`src/rtl/vm2002_stock_arbiter.sv`:
```
// Vending machine stock table (count and cost per item) shared by query, dispense and
// restock requesters through a round-robin arbiter; each access is an atomic read-modify-write.
module vm2002_stock_arbiter #(
   parameter int NUM_ITEMS = 7,
   parameter int CNT_W     = 5,
   parameter int COST_W    = 16,
   parameter int MAX_COUNT = 16
) (
   input  logic                 clk,
   input  logic                 hrst_n,
   input  logic                 q_req,
   input  logic [2:0]           q_item,
   output logic                 q_ack,
   output logic [CNT_W-1:0]     q_count,
   output logic [COST_W-1:0]    q_cost,
   input  logic                 v_req,
   input  logic [2:0]           v_item,
   output logic                 v_ack,
   output logic                 v_ok,
   input  logic                 r_req,
   input  logic [2:0]           r_item,
   input  logic [CNT_W-1:0]     r_count,
   input  logic [COST_W-1:0]    r_cost,
   output logic                 r_ack,
   output logic                 r_err,
   output logic [NUM_ITEMS-1:0] empty_vec
);

   typedef enum logic [1:0] {ST_IDLE = 2'd0, ST_EXEC = 2'd1, ST_DONE = 2'd2} state_t;

   localparam logic [1:0]     GNT_Q    = 2'd0;
   localparam logic [1:0]     GNT_V    = 2'd1;
   localparam logic [1:0]     GNT_R    = 2'd2;
   localparam logic [3:0]     ITEM_LIM = 4'(NUM_ITEMS);
   localparam logic [CNT_W:0] MAX_SUM  = (CNT_W+1)'(MAX_COUNT);

   // Requester that follows g in the Q -> V -> R -> Q rotation.
   function automatic logic [1:0] rr_next(input logic [1:0] g);
      case (g)
         GNT_Q:   rr_next = GNT_V;
         GNT_V:   rr_next = GNT_R;
         default: rr_next = GNT_Q;
      endcase
   endfunction

   state_t              state_r;
   logic [1:0]          rr_r;
   logic [1:0]          gnt_r;
   logic [2:0]          item_r;
   logic [CNT_W-1:0]    add_r;
   logic [COST_W-1:0]   cost_in_r;
   logic [CNT_W-1:0]    count_r [NUM_ITEMS];
   logic [COST_W-1:0]   cost_r  [NUM_ITEMS];

   logic [3:0]          req_vec_s;
   logic [2:0]          cand_s;
   logic                win_valid_s;
   logic [1:0]          win_s;
   logic                item_ok_s;
   logic [CNT_W-1:0]    rd_count_s;
   logic [COST_W-1:0]   rd_cost_s;
   logic [CNT_W:0]      sum_s;
   logic                wr_en_s;
   logic [CNT_W-1:0]    wr_count_s;
   logic [COST_W-1:0]   wr_cost_s;
   logic                v_ok_s;
   logic                r_err_s;

   // Round-robin winner: scan from the pointer, nearest requester overrides farther ones.
   always_comb begin
      req_vec_s   = {1'b0, r_req, v_req, q_req};
      cand_s      = 3'd0;
      win_valid_s = 1'b0;
      win_s       = rr_r;
      for (int i = 2; i >= 0; i--) begin
         cand_s = {1'b0, rr_r} + 3'(i);
         if (cand_s > 3'd2) begin
            cand_s = cand_s - 3'd3;
         end else begin
            cand_s = cand_s;
         end
         win_valid_s = win_valid_s | req_vec_s[cand_s[1:0]];
         win_s       = req_vec_s[cand_s[1:0]] ? cand_s[1:0] : win_s;
      end
   end

   // Read the latched entry and compute the access result for the granted requester.
   always_comb begin
      item_ok_s  = ({1'b0, item_r} < ITEM_LIM);
      rd_count_s = '0;
      rd_cost_s  = '0;
      if (item_ok_s) begin
         rd_count_s = count_r[item_r];
         rd_cost_s  = cost_r[item_r];
      end else begin
         rd_count_s = '0;
         rd_cost_s  = '0;
      end
      sum_s      = {1'b0, rd_count_s} + {1'b0, add_r};
      wr_en_s    = 1'b0;
      wr_count_s = rd_count_s;
      wr_cost_s  = rd_cost_s;
      v_ok_s     = 1'b0;
      r_err_s    = 1'b0;
      case (gnt_r)
         GNT_V: begin
            if (item_ok_s && (rd_count_s != '0)) begin
               wr_en_s    = 1'b1;
               wr_count_s = rd_count_s - CNT_W'(1);
               v_ok_s     = 1'b1;
            end else begin
               v_ok_s     = 1'b0;
            end
         end
         GNT_R: begin
            // An overflowing restock is rejected whole, including the price change.
            if (!item_ok_s || (sum_s > MAX_SUM)) begin
               r_err_s = 1'b1;
            end else begin
               wr_en_s    = 1'b1;
               wr_count_s = sum_s[CNT_W-1:0];
               wr_cost_s  = (cost_in_r != '0) ? cost_in_r : rd_cost_s;
            end
         end
         default: begin
            wr_en_s = 1'b0;
         end
      endcase
   end

   // Arbitration FSM, stock table and registered result outputs.
   always_ff @(posedge clk or negedge hrst_n) begin
      if (!hrst_n) begin
         state_r   <= ST_IDLE;
         rr_r      <= GNT_Q;
         gnt_r     <= GNT_Q;
         item_r    <= 3'd0;
         add_r     <= '0;
         cost_in_r <= '0;
         for (int i = 0; i < NUM_ITEMS; i++) begin
            count_r[i] <= '0;
            cost_r[i]  <= '0;
         end
         q_ack     <= 1'b0;
         q_count   <= '0;
         q_cost    <= '0;
         v_ack     <= 1'b0;
         v_ok      <= 1'b0;
         r_ack     <= 1'b0;
         r_err     <= 1'b0;
         empty_vec <= '1;
      end else begin
         case (state_r)
            ST_IDLE: begin
               if (win_valid_s) begin
                  gnt_r   <= win_s;
                  state_r <= ST_EXEC;
                  case (win_s)
                     GNT_Q: begin
                        item_r    <= q_item;
                        add_r     <= '0;
                        cost_in_r <= '0;
                     end
                     GNT_V: begin
                        item_r    <= v_item;
                        add_r     <= '0;
                        cost_in_r <= '0;
                     end
                     default: begin
                        item_r    <= r_item;
                        add_r     <= r_count;
                        cost_in_r <= r_cost;
                     end
                  endcase
               end else begin
                  state_r <= ST_IDLE;
               end
            end
            ST_EXEC: begin
               if (wr_en_s) begin
                  count_r[item_r]   <= wr_count_s;
                  cost_r[item_r]    <= wr_cost_s;
                  empty_vec[item_r] <= (wr_count_s == '0);
               end else begin
                  empty_vec <= empty_vec;
               end
               case (gnt_r)
                  GNT_Q: begin
                     q_ack   <= 1'b1;
                     q_count <= rd_count_s;
                     q_cost  <= rd_cost_s;
                  end
                  GNT_V: begin
                     v_ack <= 1'b1;
                     v_ok  <= v_ok_s;
                  end
                  default: begin
                     r_ack <= 1'b1;
                     r_err <= r_err_s;
                  end
               endcase
               state_r <= ST_DONE;
            end
            ST_DONE: begin
               q_ack   <= 1'b0;
               v_ack   <= 1'b0;
               r_ack   <= 1'b0;
               rr_r    <= rr_next(gnt_r);
               state_r <= ST_IDLE;
            end
            default: begin
               q_ack   <= 1'b0;
               v_ack   <= 1'b0;
               r_ack   <= 1'b0;
               state_r <= ST_IDLE;
            end
         endcase
      end
   end

endmodule

```
`config.mk`:
```
export PLATFORM = sky130hd
export DESIGN_NAME = vm2002_stock_arbiter
export DESIGN_NICKNAME = d
export VERILOG_FILES = /design/src/rtl/vm2002_stock_arbiter.sv
export SDC_FILE = /design/constraint.sdc
export NUM_CORES = 1
export LEC_CHECK = 0
export CORE_UTILIZATION = 45
export DETAILED_ROUTE_END_ITERATION = 10
export PLACE_DENSITY = 0.64
export SETUP_SLACK_MARGIN = 0.1
export SLEW_MARGIN = 10
export SYNTH_ARGS = -nofsm -noshare
export SYNTH_HDL_FRONTEND = slang
export SYNTH_SLANG_ARGS = --single-unit
```
`constraint.sdc`:
```
create_clock -name clk -period 7.6 [get_ports clk]
set_input_delay 1.52 -clock clk [delete_from_list [all_inputs] [get_ports clk]]
set_output_delay 1.52 -clock clk [all_outputs]
set_load 0.02 [all_outputs]
```
==> run metrics, run 1 <==
status complete, no violations; Main synth FF type dfrtp_1; hold path depth 2; Hold Buf Count CTS 0; Sink Count 210; total core area 21890 um^2; setup bufs post-CTS 0; initial DRC count 516; Vias 7550; HP Class flip-flop to flip-flop; die width 151.9 um; max incr delay on CP 0.77 ns; placed cell area 10900 um^2; footprint of the multi-input gates 4365 um^2; TritonRoute pass-1 iters 6; Max Clock Freq 185.5 MHz; FF/Latch Area 5268 um^2; Simple-Gate Fraction of Synth Area 14.18%; CTS root buf clkbuf_16; Final setup viols 0; Synth Area in Adders 1.782%; fillers 1966; Remaining DRCs 0; compound-gate portion of the synthesized area 17.71%; startpoint types flip-flop; post-cts gate resize count 0; Post-synth EDFFs 0; setup_tns 0 ns; FFs w/ async S/R, synth 100.0%; post-layout worst setup margin 2.210 ns; clk buf depth 3; first-pass GRT wire length 41.30 mm; Final GP Congestion 0.8675; Area growth, synth to finish 16.41%; largest net degree at the start of global routing 77; top cell type's share of synthesized area 50.25%; Post-Route WL 24.94 mm; reg-to-reg slack, setup 2.21 ns; endpoints failing hold 0; Yosys reg bits 210; Peak supply drop 0.1974 mV; YS warnings 0; Critical Path Fanout Max 22; Die ar. 23070 um^2; I/O pin count 68; nets 1112; Routed wire per std cell 18.32 um; worst reg2reg path depth 14; most frequent cell after synthesis nand2_1; vias in the first global route 7472; Pins Over Slew Limit 0; mux share of post-synthesis cell area 9.122%; Die Y 151.9 um; sequential fraction of design power 31.8%; crit path capture type flip-flop; Logic pwr share 45.6%; final instance area 11770 um^2; remaining global-route overflow 0; Starting Density 46.18%; Cells after Synth 1027; sw frac 42.15%; Clk pwr share 22.6%; sequential share of the synthesized area 52.07%; crit path cell chain nor2b_1 -> a22oi_1 -> nand2_1 -> inv_1 -> ha_1 -> fa_1 -> xor2_1 -> a2111oi_0 -> o21a_2 -> or2_2 -> a32oi_1 -> nand3b_1 -> buf_4 -> o21ai_0; vias per inst 5.547; clk_skew 0.02797 ns; leakage 0.005170 uW; antenna violations before repair 0; most frequent cells after synthesis nand2_1, dfrtp_1, o21ai_0; slowest stage cell, crit path nand3b_1; fin crit share 70.92%; DP HPWL 16.58 mm; layout cells sized above 1 12.77%; min Tclk post-route 5.390 ns; hold slack 0.4722 ns; max_cap viols 0; internal power 3262 uW; fin util 53.76%; Skew-Pair Late Insertion Delay 0.53 ns; Clock Pin Slew Worst Setup and Hold Paths 0.06 ns; post-synthesis xor/xnor area fraction 0.3466%; RSZ-0062 raised after global routing false; mean post-synth cell area 9.843 um^2; Psw 2377 uW; Synth Cell Area 10110 um^2; H-tree lvl count 1; Slew headroom 26.13%; port bufs 67; Worst-Margin Slew 1.098 ns; Std-Cell Rows 54; WP data required 7.95 ns; CTS Buf Count 23; top cells by area, synth dfrtp_1, nand2_1, o21ai_0; PwrDens 479.3 nW/um^2; Antenna Nets Post-Route 0; CTS tree done; Cell variety after synth 74; pre-CTS setup slack 2.186 ns; syn nets 1075; GRT Total Usage 22.17%; CP arrival 5.74 ns; area leader, netlist dfrtp_1; antenna cell count 0; CP Class flip-flop to flip-flop; largest family of logic cells by synthesized area compound AO/OA/AOI/OAI gates
[final cells by class]
class                   count  area share, %
clock buffers              28          5.136
repair buffers             84          6.816
flip-flops and latches    210          44.76
inverters                  30         0.9569
well taps                 280          2.977
clock inverters            14          2.254
multi-input cells         715          37.10
[final timing paths]
check,startpoint,endpoint
max in group asynchronous,hrst_n,cost_r[109]
worst min register to register,cost_r[38],cost_r[38]
min in group asynchronous,hrst_n,count_r[3]
worst max register to register,item_r[1],count_r[34]
worst max-delay path,item_r[1],count_r[34]
worst min-delay path,cost_r[38],cost_r[38]
[registers in the layout, indices dropped and copies added (netlist names)]
signal	flops
empty_vec	7
q_cost	16
r_err	1
rr_r	2
q_count	5
item_r	3
r_ack	1
v_ok	1
gnt_r	2
count_r	35
state_r	2
q_ack	1
v_ack	1
cost_in_r	16
add_r	5
cost_r	112
[through the flow]
step	instances	total power [uW]
3_5_place_dp	1319	4382
6_report	1361	5640
2_1_floorplan	1027	3539
3_3_place_gp	1319	4343
4_1_cts	1361	5676
5_1_grt	1361	6028
[critical path, delay by kind of cell, from the launching register on]
family / cells / cell delay [ns]
xor gates and xnor gates: 1 / 0.27
adders and majority gates: 2 / 0.67
AOI/OAI and AO/OA: 5 / 1.34
and+or+nand+nor: 4 / 1.86
DFF: 1 / 0.56
buffers and inverters: 2 / 0.49
[power by group through the flow]
stage	Combinational (uW)	Clock, uW	Sequential (uW)
final	2570	1270	1790
after CTS	2580	1300	1800
after global placement	2540	0	1800
after global routing	2840	1340	1850
after detailed placement	2570	0	1810
after floorplan	1780	0	1760
[cell usage in the layout, fill, tap and decap left out, types with 7 or more instances in the layout]
master | synthesis | final
o21ai_1 | 71 | 70
mux4_2 | 11 | 11
clkdlybuf4s50_1 | 0 | 66
buf_4 | 2 | 17
nor2_1 | 28 | 28
inv_1 | 29 | 29
nor2b_1 | 8 | 8
mux2_2 | 22 | 22
mux2i_1 | 37 | 37
a22oi_1 | 8 | 8
a21oi_1 | 15 | 15
clkbuf_16 | 0 | 23
bufinv_16 | 0 | 7
nand3_1 | 27 | 27
dfrtp_1 | 203 | 200
o21ai_0 | 114 | 114
ha_1 | 12 | 12
o21ai_2 | 19 | 20
o211ai_1 | 17 | 17
nand2_1 | 224 | 224
dfstp_2 | 7 | 7
[cells by family (layout without fill, tap and decap cells)]
family | after synthesis | after routing
simple gates | 331 | 331
compound gates | 291 | 291
flops | 210 | 210
buf+inv | 102 | 156
mux | 75 | 75
fa+ha+maj | 14 | 14
xor+xnor | 4 | 4
[metal layers]
metal / global-route usage [%] / share of wire (%)
met3: 2.653 / 4.7
met4: 5.095 / 1.6
met1: 34.12 / 50
met2: 33.40 / 44
met5: 0 / 0
Note: power is estimated with default switching activity, not from simulation.
==> run 2, diff against run 1 <==
==> constraint.sdc (replaced) <==
create_clock -name clk -period 5.3 [get_ports clk]
set_input_delay 1.06 -clock clk [delete_from_list [all_inputs] [get_ports clk]]
set_output_delay 1.06 -clock clk [all_outputs]
set_load 0.02 [all_outputs]
==> run metrics, run 2 (synthesis gave the netlist of run 1 again) <==
Std-Cell Rows 54; Skew-Pair Late Insertion Delay 0.50 ns; RSZ-0062 raised after global routing false; Worst-Margin Slew 1.148 ns; WP data required 5.66 ns; Clock Pin Slew Worst Setup and Hold Paths 0.06 ns; max incr delay on CP 0.80 ns; Routed wire per std cell 17.98 um; antenna cell count 0; CTS root buf clkbuf_16; CP Class flip-flop to flip-flop; status complete, no violations; DP HPWL 16.38 mm; Slew headroom 23.34%; min Tclk post-route 4.655 ns; fillers 1963; TritonRoute pass-1 iters 5; setup bufs post-CTS 0; worst reg2reg path depth 14; fin crit share 87.83%; Hold Buf Count CTS 0; slowest stage cell, crit path dfrtp_2; post-layout worst setup margin 0.6448 ns; crit path capture type flip-flop; H-tree lvl count 1; Final GP Congestion 0.8463; vias per inst 5.535; Remaining DRCs 0; layout cells sized above 1 12.82%; Sink Count 210; nets 1118; Critical Path Fanout Max 42; CTS tree done; CTS Buf Count 22; commonest cells after routing, fill and taps aside nand2_1, dfrtp_1, o21ai_0; largest net degree at the start of global routing 108; worst r2r src item_r[2]; Antenna Nets Post-Route 0; max_cap viols 0; PwrDens 662.4 nW/um^2; Worst Setup SP item_r[2]; fin util 53.34%; Max Clock Freq 214.8 MHz; Peak supply drop 0.2791 mV; reg-to-reg slack, setup 0.64 ns; hold slack 0.4732 ns; startpoint types flip-flop; antenna violations before repair 0; GRT Total Usage 21.80%; clk buf depth 3; FF-to-FF End cost_r[32]; vias in the first global route 7554; total core area 21890 um^2; biggest registers after layout cost_r (112), count_r (35); endpoints failing hold 0; first-pass GRT wire length 40.98 mm; Largest Register cost_r; post-cts gate resize count 0; leakage 0.005140 uW; I/O pin count 68; setup_tns 0 ns; FF/Latch Area 5268 um^2; Final setup viols 0; Vias 7550; footprint of the multi-input gates 4365 um^2; Area growth, synth to finish 15.52%; number of flip-flops in the largest register 112; commonest non-fill, non-tap cell in the layout nand2_1; HP Class flip-flop to flip-flop; crit path cell chain mux2i_1 -> o21a_1 -> a21oi_1 -> a311o_1 -> fa_1 -> xor2_1 -> a2111oi_0 -> o21a_2 -> or2_2 -> a32oi_1 -> buf_4 -> or4_4 -> nand2_1 -> o21ai_1; Die Y 151.9 um; Pins Over Slew Limit 0; initial DRC count 484; CP arrival 5.02 ns; remaining global-route overflow 0; clk_skew 0.009207 ns; Die ar. 23070 um^2; pre-CTS setup slack 0.6925 ns; port bufs 67; Starting Density 46.18%; CP endpoint cost_r[32]; Post-Route WL 24.52 mm; die width 151.9 um
run 2: area by class of cell:
type,instances,share of cell area (%)
Clock buffer,31,5.443
Clock inverter,7,0.3536
Inverter,30,0.9643
Multi-Input combinational cell,715,37.38
Sequential cell,210,45.11
Tap cell,280,3.000
Timing Repair Buffer,91,7.747
run 2: metal layers:
metal	global-route usage, %	vias to the layer above	wire (um)
met2	34.24	164	10990
li1	-	3685	-
met4	5.286	0	376
met5	0	-	0
met1	31.86	3671	11980
met3	3.166	30	1167
run 2: worst max-delay path: cells and delay by family, from the launching register on:
kind / cells / cell delay, ns
adders and majority gates: 1 / 0.50
and+or+nand+nor: 3 / 1.06
muxes: 1 / 0.30
DFF: 1 / 0.80
AOI/OAI and AO/OA: 7 / 1.40
xor gates and xnor gates: 1 / 0.21
buffers and inverters: 1 / 0.20
run 2: report_power, final:
part           internal (uW)  total (uW)  switching, uW  leakage (uW)
registers               2160        2570            408       0.00284
logic                   1390        3710           2320       0.00197
clock network            835        1460            626      0.000335
total                   4390        7740           3350       0.00514
run 2: metrics by stage:
stage	total power (uW)	cells	instance area, um^2
2_1_floorplan	5075	1027	10110
3_3_place_gp	6233	1326	11000
3_5_place_dp	6293	1326	11000
4_1_cts	7765	1364	11680
5_1_grt	8272	1364	11680
6_report	7736	1364	11680
run 2: worst min-delay path by stage:
stage,start,end,slack (ns),cells after the start
after global placement,cost_r[75],cost_r[75],0.46,2
after floorplan,cost_r[19],cost_r[19],0.44,2
after detailed placement,cost_r[39],cost_r[39],0.46,2
after global routing,cost_r[47],cost_r[47],0.50,2
after CTS,cost_r[39],cost_r[39],0.48,2
final,cost_r[39],cost_r[39],0.47,2
